[config.mk]
export PLATFORM = sky130hd
export DESIGN_NAME = sha256_const_fetch
export DESIGN_NICKNAME = d
export VERILOG_FILES = /design/src/rtl/sha256_pkg.sv /design/src/rtl/sha256_access_timer.sv /design/src/rtl/sha256_const_fetch.sv
export SDC_FILE = /design/constraint.sdc
export NUM_CORES = 1
export LEC_CHECK = 0
export ABC_AREA = 1
export CORE_MARGIN = 2
export CORE_UTILIZATION = 52
export CTS_BUF_LIST = sky130_fd_sc_hd__clkbuf_16
export CTS_CLUSTER_SIZE = 12
export DETAILED_ROUTE_END_ITERATION = 8
export GPL_TIMING_DRIVEN = 0
export PLACE_DENSITY_LB_ADDON = 0.2
export SYNTH_ARGS = -nofsm -noshare
export SYNTH_HDL_FRONTEND = slang
export SYNTH_SLANG_ARGS = --single-unit
[constraint.sdc]
create_clock -name CLK -period 4.71 [get_ports CLK]
set_input_delay 1.1775 -clock CLK [delete_from_list [all_inputs] [get_ports CLK]]
set_output_delay 1.1775 -clock CLK [all_outputs]
set_load 0.05 [all_outputs]
[src/rtl/sha256_pkg.sv]
// Shared constants, table map and FSM state type for the SHA-256 constant fetch unit.
// H words sit at EEPROM words 0..7 and K words at 8..71.
package sha256_pkg;

  localparam int H_BASE     = 0;
  localparam int K_BASE     = 8;
  localparam int H_COUNT    = 8;
  localparam int K_COUNT    = 64;
  localparam int TABLE_LEN  = 72;
  localparam int WORD_IDX_W = $clog2(TABLE_LEN);

  localparam logic SEL_H = 1'b0;
  localparam logic SEL_K = 1'b1;

  typedef enum logic [1:0] {
    IDLE,
    ACCESS,
    RESP
  } state_t;

  function automatic logic idx_in_range(input logic sel, input logic [WORD_IDX_W-1:0] idx);
    return (sel == SEL_K) ? (int'(idx) < K_COUNT) : (int'(idx) < H_COUNT);
  endfunction

  function automatic logic [WORD_IDX_W-1:0] table_word(input logic sel,
                                                      input logic [WORD_IDX_W-1:0] idx);
    return (sel == SEL_K) ? WORD_IDX_W'(K_BASE + int'(idx)) : WORD_IDX_W'(H_BASE + int'(idx));
  endfunction

endpackage

[src/rtl/sha256_access_timer.sv]
// EEPROM access timer: load starts a countdown, done pulses for one cycle so the
// owner samples data exactly ACCESS_CYCLES clocks after the load edge.
module sha256_access_timer #(
  parameter int ACCESS_CYCLES = 16
) (
  input  logic clk,
  input  logic rst,
  input  logic load,
  output logic done
);

  localparam int CW = (ACCESS_CYCLES > 2) ? $clog2(ACCESS_CYCLES) : 1;

  logic [CW-1:0] cnt;

  // NOTE: state is updated with non-blocking assignments so every register
  // samples pre-edge values and simulation matches the synthesized flops.
  always_ff @(posedge clk) begin
    if (rst) begin
      cnt  <= '0;
      done <= 1'b0;
    end else if (load) begin
      cnt  <= CW'(ACCESS_CYCLES - 1);
      done <= 1'b0;
    end else if (cnt != '0) begin
      cnt  <= cnt - CW'(1);
      done <= (cnt == CW'(1));
    end else begin
      done <= 1'b0;
    end
  end

endmodule

[src/rtl/sha256_const_fetch.sv]
// Fetches H/K SHA-256 constants from four byte-sliced async EEPROMs and returns
// them as 32-bit words over a valid/ready handshake, singly or in bursts.
module sha256_const_fetch
  import sha256_pkg::*;
#(
  parameter int ACCESS_CYCLES = 16,
  parameter int ADDR_W        = 13
) (
  input  logic              CLK,
  input  logic              RST,
  input  logic              req_valid,
  output logic              req_ready,
  input  logic              req_sel,
  input  logic [5:0]        req_idx,
  input  logic [6:0]        req_len,
  output logic              rsp_valid,
  input  logic              rsp_ready,
  output logic [31:0]       rsp_word,
  output logic              rsp_err,
  output logic              rsp_last,
  output logic              busy,
  output logic [0:ADDR_W-1] EE_A,
  output logic              EE_CE,
  output logic              EE_OE,
  output logic              EE_WE,
  input  logic [0:7]        EE_D1,
  input  logic [0:7]        EE_D2,
  input  logic [0:7]        EE_D3,
  input  logic [0:7]        EE_D4
);

  state_t                state;
  logic                  sel;
  logic [WORD_IDX_W-1:0] cur_idx;
  logic [WORD_IDX_W-1:0] next_idx;
  logic [WORD_IDX_W-1:0] first_idx;
  logic [6:0]            beats_left;
  logic [6:0]            first_len;
  logic                  accept;
  logic                  handshake;
  logic                  burst_end;
  logic                  first_ok;
  logic                  next_ok;
  logic                  timer_load;
  logic                  timer_done;

  // The device is read-only; the write strobe can never overlap CE/OE.
  assign EE_WE = 1'b1;

  // NOTE: every always_comb output gets a default first so no path leaves a
  // variable unassigned and no latch is inferred.
  always_comb begin
    accept     = (state == IDLE) && req_valid && req_ready;
    handshake  = (state == RESP) && rsp_valid && rsp_ready;
    burst_end  = (beats_left == 7'd1) || rsp_err;
    first_idx  = {1'b0, req_idx};
    next_idx   = cur_idx + WORD_IDX_W'(1);
    first_len  = (req_len == 7'd0) ? 7'd1 : req_len;
    first_ok   = idx_in_range(req_sel, first_idx);
    next_ok    = idx_in_range(sel, next_idx);
    timer_load = (accept && first_ok) || (handshake && !burst_end && next_ok);
  end

  sha256_access_timer #(
    .ACCESS_CYCLES(ACCESS_CYCLES)
  ) u_timer (
    .clk (CLK),
    .rst (RST),
    .load(timer_load),
    .done(timer_done)
  );

  always_ff @(posedge CLK) begin
    if (RST) begin
      state      <= IDLE;
      sel        <= SEL_H;
      cur_idx    <= '0;
      beats_left <= '0;
      req_ready  <= 1'b0;
      rsp_valid  <= 1'b0;
      rsp_word   <= '0;
      rsp_err    <= 1'b0;
      rsp_last   <= 1'b0;
      busy       <= 1'b0;
      EE_A       <= '0;
      EE_CE      <= 1'b1;
      EE_OE      <= 1'b1;
    end else begin
      case (state)
        IDLE: begin
          req_ready <= 1'b1;
          if (accept) begin
            req_ready  <= 1'b0;
            busy       <= 1'b1;
            sel        <= req_sel;
            cur_idx    <= first_idx;
            beats_left <= first_len;
            if (first_ok) begin
              EE_A  <= ADDR_W'(table_word(req_sel, first_idx));
              EE_CE <= 1'b0;
              EE_OE <= 1'b0;
              state <= ACCESS;
            end else begin
              rsp_valid <= 1'b1;
              rsp_word  <= '0;
              rsp_err   <= 1'b1;
              rsp_last  <= 1'b1;
              state     <= RESP;
            end
          end
        end

        ACCESS: begin
          if (timer_done) begin
            rsp_word  <= {EE_D1, EE_D2, EE_D3, EE_D4};
            rsp_err   <= 1'b0;
            rsp_last  <= (beats_left == 7'd1);
            rsp_valid <= 1'b1;
            state     <= RESP;
          end
        end

        RESP: begin
          if (handshake) begin
            if (burst_end) begin
              rsp_valid <= 1'b0;
              rsp_err   <= 1'b0;
              rsp_last  <= 1'b0;
              EE_CE     <= 1'b1;
              EE_OE     <= 1'b1;
              busy      <= 1'b0;
              req_ready <= 1'b1;
              state     <= IDLE;
            end else begin
              cur_idx    <= next_idx;
              beats_left <= beats_left - 7'd1;
              if (next_ok) begin
                EE_A      <= ADDR_W'(table_word(sel, next_idx));
                rsp_valid <= 1'b0;
                state     <= ACCESS;
              end else begin
                // Burst ran off the end of its table: close with an error beat.
                rsp_word <= '0;
                rsp_err  <= 1'b1;
                rsp_last <= 1'b1;
                EE_CE    <= 1'b1;
                EE_OE    <= 1'b1;
              end
            end
          end
        end

        default: state <= IDLE;
      endcase
    end
  end

endmodule

; ---- Yosys cells after proc, flatten, opt, wreduce, memory -nomap -nowiden
; Cells that the tools add are included.
[totals]
output_inout_bits = 53
wordCells = 127
register_bits = 73
inputBits = 50
[op_classes]
n_addsub = 5
order_cmp = 3
reduce_logical = 27
bitwise = 1
mux = 62
n_eq_ne = 15
[ops]
columns = operator, count
row1 = two-way mux 32 bit, 6
row2 = one-hot mux 32 bit (3 select lines), 1
row3 = two-way mux 13 bit, 5
row4 = two-way mux 7 bit, 9
row5 = one-hot mux 7 bit (2 select lines), 2
row6 = one-hot mux 13 bit (2 select lines), 1
row7 = two-way mux 1 bit, 23
row8 = AND reduction 6 bit, 3
row9 = "!= test 2 bit, second input constant", 8
row10 = two-way mux 2 bit, 6
row11 = AND reduction 4 bit, 3
row12 = one-hot mux 1 bit (3 select lines), 3
row13 = two-way mux 4 bit, 2
row14 = "adder 4 x 6 -> 7 bit, first input constant", 1
row15 = "adder 4 x 7 -> 7 bit, first input constant", 1
row16 = "adder 7 x 1 -> 7 bit, second input constant", 1
row17 = "equality test 7 x 1 -> 1 bit, second input constant", 1
row18 = logical AND 1 bit, 7
row19 = logical NOT 7 bit, 1
row20 = "less-than comparator 7 x 4 -> 1 bit, second input constant", 1
row21 = "less-than comparator 7 bit, second input constant", 1
row22 = AND reduction 7 bit, 1
row23 = "subtractor 7 x 1 -> 7 bit, second input constant", 1
row24 = "less-than comparator 6 x 4 -> 1 bit, second input constant", 1
row25 = other kinds (19), 24

; ---- Longest topological paths before layout
[logic_depth]
depth_word = 7
depth_mapped = 14
mapped_depth_nobuf = 14

; ---- Hierarchy
; A second synthesis with hierarchy kept.
[hier_totals]
cells_unflattened = 569
area_unflattened_um2 = 4022.6
[modules_own_cells]
columns = module, n_inst, cells_per_inst, area_each_um2
row1 = sha256_const_fetch, 1, 529, 3757.4
row2 = sha256_access_timer, 1, 40, 265.3

; ---- Least setup slack after synthesis
; Ideal clock, no wire load.
[synth_path]
path_type = input to register
start = input port req_valid
end = register rsp_word[0]
required_time_ns = 4.640
slack_ns = 2.361
cell_stages = 11
arrival_time_ns = 2.278
setup_time_ns = 0.070
path_cell_list = nand2_1 > nand2_1 > nand2_2 > nor2_4 > nand3b_2 > inv_1 > nand2_4 > nand2_4 > buf_8 > nand3_2 > a21oi_1
[synth_via]
elab_chain_len = 4
[synth_rtl]
columns = item, line
row1 = start: declaration, sha256_const_fetch.sv:11  ; input logic req_valid,
row2 = logical AND 1 bit (2 in series), sha256_const_fetch.sv:53  ; accept = (state == IDLE) && req_valid && req_ready;
row3 = != test 2 bit (no source line), -
row4 = AND reduction 7 bit (no source line), -
row5 = end signal: assignment, sha256_const_fetch.sv:115  ; rsp_word <= {EE_D1, EE_D2, EE_D3, EE_D4};
row6 = end: declaration, sha256_const_fetch.sv:18  ; output logic [31:0] rsp_word,
; No other way between the ends.
; A chain may end at the register's enable or synchronous reset.

; ---- Worst setup path after layout
[layout_path]
start = register EE_OE
end = output port EE_OE
[layout_lines]
columns = item, line
row1 = start: declaration, sha256_const_fetch.sv:24  ; output logic EE_OE,
row2 = start signal: assignment, sha256_const_fetch.sv:87  ; EE_OE <= 1'b1;
row3 = start signal: assignment, sha256_const_fetch.sv:101  ; EE_OE <= 1'b0;
row4 = start signal: assignment, sha256_const_fetch.sv:130  ; EE_OE <= 1'b1;
; No word-level cell between the ends.

==> impl_metrics.toml <==
[worst_setup_path]
cp-start-kind = "flop"
slowest_delay_ns = 0.82
crit_required_ns = 3.53
path_cells = "buf_4 > clkdlybuf4s50_1"
critical_path.max_fanout = 3
crit_slowest_cell = "clkdlybuf4s50_1"
crit_type = "reg -> out"
critPathArrivalTime_ns = 1.62
crit_path_end_kind = "output pin"

[placed_design]
port-buffer-count = 93
post_dp_cell_area_um2 = 4670
place.detailed.hpwl_mm = 7.27
gp_congestion = 0.884
dpl.cell_count = 676

[cells_and_area]
area_delta_synth_final_pct = 38.4
final_area_um2 = 5020
diodes = 0
seq_area_um2 = 1340
layout_commonest_cell = "clkdlybuf4s50_1"
final_cell_mix = "clkdlybuf4s50_1 (93), nand3_1 (83), nand2_1 (79), dfxtp_1 (67), a21oi_1 (58)"
drive_above_1_share_pct = 12.4
nets = 670
fin_cells = 692
multi_input_area_um2 = 1910
fillers = 515

[floorplan]
io-pin-count = 103
design.core.area_um2 = 6760
placementRows = 30
die_h_um = 87.5
initial_utilization_pct = 53.6
dieArea_um2 = 7650
die_w_um = 87.5

[pwr]
power_mw = 3.33
combPwrFrac_pct = 52.7
swShare_pct = 45.4
powerDensity_nw_per_um2 = 663
leakagePower_nw = 2.03
p_seq_share_pct = 24.1
ir_worst_vdd_mv = 0.354
clkPwrFrac_pct = 23.2
p_int_mw = 1.82
p_switching_mw = 1.51

[synthesis]
synth.area.top_cells = "dfxtp_1 (37%), nand3_1 (11%), nand2_1 (8.2%)"
synth_cell_types = 36
yosys.area.top_type = "dfxtp_1"
ys_ff_latch = 67
synth_area_um2 = 3620
ys_warn_count = 0
synth_top_area_share_pct = 37.0
yosysSeqAreaShare_pct = 37.0
synth_area_per_cell_um2 = 7.28
synthCells = 498

[worst_hold_path]
hold_class = "reg -> reg"

[drt]
vias = 3745
postRouteAntennaNets = 0
dr.pass1.iters = 4
wl_per_cell_um = 14.7
drt_iter0_markers = 200
drt_wl_total_mm = 10.2
via_per_inst = 5.41
remaining_drc_errors = 0

[timing]
relSlewSlack_pct = 62.2
clock_skew_ns = 0.00704
tns_ns = 0
fmax_ghz = 0.358
slew_violations = 0
tightest_slew_ns = 0.566
min_period_ns = 2.80
layout_worst_path_cycle_share_pct = 59.4
hold_slack_ns = 0.470
finalHoldViolCount = 0
final-setup-viol-count = 0
rsz0062_at_grt = "no"

[clocking]
htree_levels = 3
cts_hold_buf = 0
ctsResizeCount = 0
cts-root-buf = "clkbuf_16"
cts_sinks = 67
postCtsSetupBuffers = 0
cts-buffers-inserted = 9
cts_tree = "built"
clkTransAtPathRegs_ns = 0.05
clockBufferDepth = 2
clock_latency_ns = 0.34

[global_route]
grt_first_pass_wirelength_mm = 16.3
grt_max_degree = 13
grt-ovfl-total = 0
grt_pass1_vias = 3507
antenna_found_initial = 0
groute.usage.overall_pct = 27.3

[status]
status = "completed"

[job]
max_cap_viol_count = 0
power by group through the flow:
stage	clock [mW]	combinational, mW	sequential [mW]
6_report	0.771	1.75	0.803
5_1_grt	0.798	1.91	0.819
4_1_cts	0.774	1.74	0.801
3_5_place_dp	0	1.72	0.811
3_3_place_gp	0	1.68	0.805
2_1_floorplan	0	1.02	1.06
routing by layer:
metal | track usage, % | up-vias | part of all wire [%]
li1 | - | 1859 | -
met1 | 34.0 | 1726 | 44
met2 | 46.3 | 131 | 48
met3 | 4.17 | 29 | 5.0
met4 | 12.3 | 0 | 3.0
met5 | 0 | - | 0
metrics by stage:
stage               setup WS [ns]  utilization, %
floorplan                    2.36               -
global placement             1.71            69.2
detailed placement           1.64            69.2
CTS                          1.92            74.2
global route                 1.78            74.2
finish                       1.91            74.2
worst paths after layout:
| check | startpoint | end | depth (start not counted) | slack, ns |
|---|---|---|---|---|
| setup / recovery | EE_OE | EE_OE | 2 | 1.91 |
| hold / removal | busy | busy | 2 | 0.47 |
| setup reg to reg | cur_idx[0] | rsp_word[13] | 13 | 2.53 |
| hold reg to reg | busy | busy | 2 | 0.47 |
Yosys cell counts, drive strengths merged:
| library cell | instances |
|---|---|
| nand3 | 93 |
| nand2 | 89 |
| dfxtp | 67 |
| a21oi | 59 |
| nor2 | 45 |
| inv | 44 |
| buf | 27 |
| o21ai | 26 |
| ha | 13 |
| clkbuf | 9 |
| nor3 | 5 |
| xor2 | 5 |
| nand4 | 4 |
| a31oi | 3 |
| conb | 2 |
| o21bai | 2 |
| a22oi | 1 |
| mux2 | 1 |
| nand3b | 1 |
| o22ai | 1 |
| xnor2 | 1 |
state kept, by name, summed over array words and instances, names as in the netlist:
name	flops
beats_left	7
sel	1
EE_A	7
u_timer.cnt	4
req_ready	1
cur_idx	7
busy	1
state	2
rsp_valid	1
EE_OE	1
rsp_last	1
rsp_word	32
u_timer.done	1
rsp_err	1
cell families after synthesis:
kind of cell             count (synthesis)  synth area share (%)
AND/OR/NAND/NOR                        237                  32.2
AO/OA/AOI/OAI                           92                  13.4
buffers and inverters                   80                  10.8
flip-flops                              67                  37.0
adder cells (fa/ha/maj)                 13                  4.49
XOR/XNOR                                 6                  1.66
other                                    2                 0.207
multiplexers                             1                 0.311
critical path: cells and delay by family (launching register included):
kind	cells	cell delay, ns
buffers and inverters	2	0.94
flip-flops	1	0.35
cell type report:
| type | instances | share of cell area, % |
|---|---|---|
| Tap cell | 80 | 2.00 |
| Timing Repair Buffer | 93 | 18.6 |
| Sequential cell | 67 | 26.7 |
| Inverter | 44 | 3.29 |
| Multi-Input combinational cell | 356 | 38.1 |
| Buffer | 36 | 4.49 |
| Clock inverter | 7 | 2.34 |
| Clock buffer | 9 | 4.49 |
No activity file was read; power rests on OpenSTA's default activity.
